`config.mk`:
```
export PLATFORM = sky130hd
export DESIGN_NAME = fetch_ctrl
export DESIGN_NICKNAME = d
export VERILOG_FILES = /design/src/rtl/fetch_pkg.sv /design/src/rtl/fetch_fifo.sv /design/src/rtl/fetch_ctrl.sv
export SDC_FILE = /design/constraint.sdc
export NUM_CORES = 1
export LEC_CHECK = 0
export BUFFER_PORTS_ARGS = -buffer_cell sky130_fd_sc_hd__buf_2
export CAP_MARGIN = 0
export CORE_ASPECT_RATIO = 0.75
export CORE_MARGIN = 1
export CORE_UTILIZATION = 51
export DETAILED_ROUTE_END_ITERATION = 8
export PLACE_DENSITY = 0.74
export SLEW_MARGIN = 25
export SYNTH_ARGS = -nofsm -noshare
export SYNTH_HDL_FRONTEND = slang
export SYNTH_SLANG_ARGS = --single-unit
export TNS_END_PERCENT = 20
```
`constraint.sdc`:
```
create_clock -name clk -period 16.01 [get_ports clk]
set_clock_uncertainty 0.05 [all_clocks]
set_input_delay 3.202 -clock clk [delete_from_list [all_inputs] [get_ports clk]]
set_output_delay 3.202 -clock clk [all_outputs]
set_load 0.01 [all_outputs]
```
`src/rtl/fetch_pkg.sv`:
```
// Shared constants and types for the instruction fetch controller.
package fetch_pkg;

  localparam int PC_W    = 64;
  localparam int IMEM_AW = 6;
  localparam int INSTR_W = 32;

  typedef enum logic {
    RUN   = 1'b0,
    FAULT = 1'b1
  } fetch_state_t;

  typedef struct packed {
    logic [INSTR_W-1:0] instr;
    logic [PC_W-1:0]    pc;
  } fetch_entry_t;

endpackage

```
`src/rtl/fetch_fifo.sv`:
```
// Two-entry queue of fetched {instr, pc} pairs with flush; full + pop accepts a push.
module fetch_fifo
  import fetch_pkg::*;
#(
  parameter int W = $bits(fetch_entry_t)
) (
  input  logic         clk,
  input  logic         reset,
  input  logic         flush,
  input  logic         push,
  input  logic         pop,
  input  logic [W-1:0] din,
  output logic [W-1:0] dout,
  output logic [1:0]   count
);

  logic [W-1:0] mem [2];
  logic         wr_ptr;
  logic         rd_ptr;
  logic         do_push;
  logic         do_pop;

  assign do_pop  = pop && (count != 2'd0);
  assign do_push = push && ((count != 2'd2) || do_pop);
  assign dout    = mem[rd_ptr];

  always_ff @(posedge clk) begin
    if (reset || flush) begin
      count  <= 2'd0;
      wr_ptr <= 1'b0;
      rd_ptr <= 1'b0;
    end else begin
      if (do_push) wr_ptr <= ~wr_ptr;
      if (do_pop)  rd_ptr <= ~rd_ptr;
      count <= count + {1'b0, do_push} - {1'b0, do_pop};
    end
  end

  // When full, wr_ptr equals rd_ptr: the head is read this cycle and replaced at the edge.
  always_ff @(posedge clk) begin
    if (!reset && !flush && do_push) mem[wr_ptr] <= din;
  end

endmodule

```
`src/rtl/fetch_ctrl.sv`:
```
// Instruction fetch controller: sequential PC fetch from a small ROM into a 2-deep queue.
//   state | meaning
//   RUN   | fetching at pc, accepting redirects
//   FAULT | pc misaligned or out of ROM range; fetch stopped until reset
module fetch_ctrl
  import fetch_pkg::*;
#(
  parameter int                  N        = 32,
  parameter int                  PC_W     = fetch_pkg::PC_W,
  parameter logic [PC_W-1:0]     RESET_PC = '0
) (
  input  logic               clk,
  input  logic               reset,
  output logic [IMEM_AW-1:0] imem_addr,
  input  logic [N-1:0]       imem_q,
  input  logic               redirect_valid,
  input  logic [PC_W-1:0]    redirect_pc,
  output logic               instr_valid,
  input  logic               instr_ready,
  output logic [N-1:0]       instr,
  output logic [PC_W-1:0]    instr_pc,
  output logic               fault
);

  fetch_state_t      state, state_nxt;
  logic [PC_W-1:0]   pc, pc_nxt;
  logic [1:0]        count;
  logic              push;
  logic              pop;
  logic              flush;
  logic              pc_bad;
  logic [N+PC_W-1:0] head;

  assign imem_addr   = pc[IMEM_AW+1:2];
  assign pc_bad      = (pc[1:0] != 2'b00) || (pc[PC_W-1:8] != '0);
  assign instr_valid = !reset && (count != 2'd0);
  assign pop         = instr_valid && instr_ready;
  assign instr       = head[N+PC_W-1:PC_W];
  assign instr_pc    = head[PC_W-1:0];

  always_comb begin
    state_nxt = state;
    pc_nxt    = pc;
    push      = 1'b0;
    flush     = 1'b0;
    case (state)
      RUN: begin
        if (redirect_valid) begin
          flush  = 1'b1;
          pc_nxt = redirect_pc;
        end else if (pc_bad) begin
          state_nxt = FAULT;
        end else if ((count != 2'd2) || pop) begin
          push   = 1'b1;
          pc_nxt = pc + PC_W'(4);
        end
      end
      FAULT: begin
        state_nxt = FAULT;
      end
      default: begin
        state_nxt = RUN;
      end
    endcase
  end

  always_ff @(posedge clk) begin
    if (reset) begin
      state <= RUN;
      pc    <= RESET_PC;
      fault <= 1'b0;
    end else begin
      state <= state_nxt;
      pc    <= pc_nxt;
      fault <= fault || (state_nxt == FAULT);
    end
  end

  fetch_fifo #(
    .W(N + PC_W)
  ) u_fifo (
    .clk  (clk),
    .reset(reset),
    .flush(flush),
    .push (push),
    .pop  (pop),
    .din  ({imem_q, pc}),
    .dout (head),
    .count(count)
  );

endmodule

```
==> metrics.yaml <==
outcome:
  status: "complete, no violations"
timing:
  slew-limit-headroom_pct: 34.6
  setup_tns_ps: 0
  max_clock_freq_ghz: 0.134
  worst_slew_pin_slew_ps: 981
  min_period_ps: 7460
  setup-violations-final: 0
  fin_crit_sh_pct: 46.6
  grt_setup_unrepaired: "false"
  finalMaxSlewViolations: 0
  hold_violations: 0
  timing.final.ws_setup_ps: 8550
synth:
  post_synth_inst_count: 790
  ys_top_cells_by_area: "sky130_fd_sc_hd__edfxtp_1 (53%), sky130_fd_sc_hd__dfxtp_1 (13%), sky130_fd_sc_hd__mux2_2 (10%)"
  seq_area_frac_synth_pct: 66.1
  largest_area_contributor_in_the_netlist: "sky130_fd_sc_hd__edfxtp_1"
  yosys.cell_count.top_type: "sky130_fd_sc_hd__edfxtp_1"
  share_of_synthesized_cell_area_in_and_or_nand_and_nor_gates_pct: 10.8
  postSynthRegisterBits: 263
  synth-xor-area-share_pct: 0.161
  syn-mean-instance-area_sq_um: 13.8
  synth.net_count: 892
  synth-compound-area-share_pct: 8.34
  ys.warnings.count: 0
  mux_share_of_post_synthesis_cell_area_pct: 11.5
  synth_edf_count: 192
  async_flop_share_pct: 0
  yosys-top-cells-count: "sky130_fd_sc_hd__edfxtp_1 (192), sky130_fd_sc_hd__mux2_2 (97), sky130_fd_sc_hd__nand2_1 (87)"
  synth_top_family_by_area: "multiplexers"
  synth_adder_area_share_pct: 0.230
  synth.lib_cells_used.distinct: 59
  syn_area_sq_um: 10900
  netlist.area_leader.share_pct: 53.1
  ys.flop_type: "sky130_fd_sc_hd__edfxtp_1"
floorplan:
  initial_standard_cell_utilization_of_the_core_pct: 52.9
  floorplan.io_pins: 204
  die_area_sq_um: 21900
  dieHeight_microns: 128
  fp.coreArea_sq_um: 20600
  rows: 45
  die_x_microns: 171
power_and_ir_drop:
  worst_ir_drop_vdd_uv: 78.6
  cellPowerDensity_nw_per_um2: 111
  leak_nw: 4.63
  power_w: 0.00144
clock_network:
  cts_buffers: 25
  clock_tree.htree_level_count: 1
  cts_setup_buffers: 0
  hold_buffers: 0
  clk_path_buf_depth: 3
  cts_tree: "yes"
  cts_num_sinks: 263
  cts-resized-gates: 0
  worstSkewPairLatency_ps: 520
  cts.root.buffer_cell: "sky130_fd_sc_hd__clkbuf_16"
  path_clk_slew_ps: 70
critical_path:
  worst-endpoint-arrival_ps: 4210
  worst_r2r_dst: "u_fifo.mem[0][88]"
  crit_type: "input port to output port"
  worst_setup_path_end_kind: "output port"
  timing.reg2reg.worst_path_depth: 5
  category_of_the_worst_setup_path_launch_point: "input port"
  setup.reg_to_reg.worst_slack_ps: 12580
  worstReg2RegStart: "pc[21]"
  crit_path_max_fanout: 55
  required_ps: 12760
final_layout:
  area_growth_pct: 19.0
  n_antenna_cell: 0
  postLayoutCellArea_sq_um: 12900
  fin_nets: 1078
  layout-drive-gt1-share_pct: 38.5
  utilization_pct: 62.9
detailed_routing:
  route.final.wire_length_microns: 25200
  final_antenna_net_count: 0
  num_vias: 7328
  viasPerCell: 5.74
  avgRoutedWirePerCell_microns: 19.8
  dr.pass1.iters: 7
  drc_violations_left: 0
  detail_route.iter0.violations: 811
place:
  dpl_cell_area_sq_um: 12100
  portBuffers: 203
  placement.setup.worst_slack_ps: 8550
  gp_routability_congestion: 0.847
  dpl.hpwl_microns: 16400
global_route:
  antenna_found_initial: 0
  number_of_global_route_vias_before_repair: 6876
  maximum_number_of_pins_on_one_net_before_global_route_repair: 75
  globalRouteTotalUtil_pct: 23.0
  grt_remaining_overflow: 0
  wire_length_of_the_first_global_routing_pass_microns: 38700
run:
  maxCapViolCount: 0
hold_path:
  hold_start: "pc[60]"
  min_delay_path_depth: 0
  worst_hold_path.endpoint: "u_fifo.mem[0][60]"
  timing.hold.worst.class: "flop to flop"
[state kept, by name, summed over array words and instances, names as in the netlist, named ones only]
name / flops
u_fifo.mem: 192
u_fifo.rd_ptr: 1
u_fifo.count: 2
u_fifo.wr_ptr: 1
state: 1
pc: 64
fault: 1
[layout by cell type (no fill, tap or decap), types with 6 or more instances in the layout]
cell type / count
sky130_fd_sc_hd__a211oi_1: 7
sky130_fd_sc_hd__a211oi_2: 7
sky130_fd_sc_hd__a21oi_1: 31
sky130_fd_sc_hd__a22oi_1: 6
sky130_fd_sc_hd__a31oi_1: 11
sky130_fd_sc_hd__and3_1: 6
sky130_fd_sc_hd__buf_2: 203
sky130_fd_sc_hd__buf_4: 11
sky130_fd_sc_hd__clkbuf_16: 26
sky130_fd_sc_hd__clkinv_2: 8
sky130_fd_sc_hd__dfxtp_1: 70
sky130_fd_sc_hd__edfxtp_1: 192
sky130_fd_sc_hd__inv_1: 13
sky130_fd_sc_hd__mux2_2: 97
sky130_fd_sc_hd__mux2i_1: 16
sky130_fd_sc_hd__nand2_1: 87
sky130_fd_sc_hd__nand3_1: 28
sky130_fd_sc_hd__nand4_1: 11
sky130_fd_sc_hd__nor2_1: 20
sky130_fd_sc_hd__nor3_1: 9
sky130_fd_sc_hd__nor4_1: 22
sky130_fd_sc_hd__o21ai_0: 13
[kinds of logic (layout without fill, tap and decap cells)]
group	after synthesis	after routing
flip-flops	263	263
AND/OR/NAND/NOR	224	224
AO/OA/AOI/OAI	117	117
multiplexers	113	113
buffers and inverters	69	273
adder cells (fa/ha/maj)	2	2
XOR/XNOR	2	2
[through the flow]
stage	hold slack [ps]	std cells
global route	464	1276
CTS	441	1276
detailed placement	427	1231
finish	450	1276
floorplan	374	790
global placement	418	1231
[area by class of cell]
class / count / area [sq um]
Clock buffer: 32 / 703
Clock inverter: 13 / 141
Fill cell: 1576 / 7620
Inverter: 14 / 52.6
Multi-Input combinational cell: 458 / 3390
Sequential cell: 263 / 7190
Tap cell: 282 / 353
Timing Repair Buffer: 214 / 1100
[worst max-delay path, cell delays in order]
cell	delay (ps)
sky130_fd_sc_hd__buf_2	80
sky130_fd_sc_hd__buf_4	550
sky130_fd_sc_hd__nor2_1	150
sky130_fd_sc_hd__buf_2	180
[how the worst max path moves through the flow]
stage | start | end | slack, ps | depth (start not counted)
2_1_floorplan | reset | u_fifo.mem[0][0] | 1910 | 5
3_3_place_gp | reset | instr_valid | 8540 | 4
3_5_place_dp | reset | instr_valid | 8550 | 4
4_1_cts | reset | instr_valid | 8550 | 4
5_1_grt | reset | instr_valid | 8500 | 4
6_report | reset | instr_valid | 8550 | 4
[metal layers]
metal  share of wire [%]  up-vias  GRT usage, %
met5                   0        -             0
met4                 1.7        0          4.56
met3                 8.2       33          3.60
met2                  44      330          34.8
met1                  46     3569          35.2
li1                    -     3396             -
[power breakdown]
| part | total (W) | internal, W | switching (W) |
|---|---|---|---|
| clock | 0.000603 | 0.000358 | 0.000245 |
| combinational | 0.0000779 | 0.0000304 | 0.0000475 |
| sequential | 0.000756 | 0.000738 | 0.0000175 |
| total | 0.00144 | 0.00113 | 0.000310 |
Power figures use the tool's default switching activity.
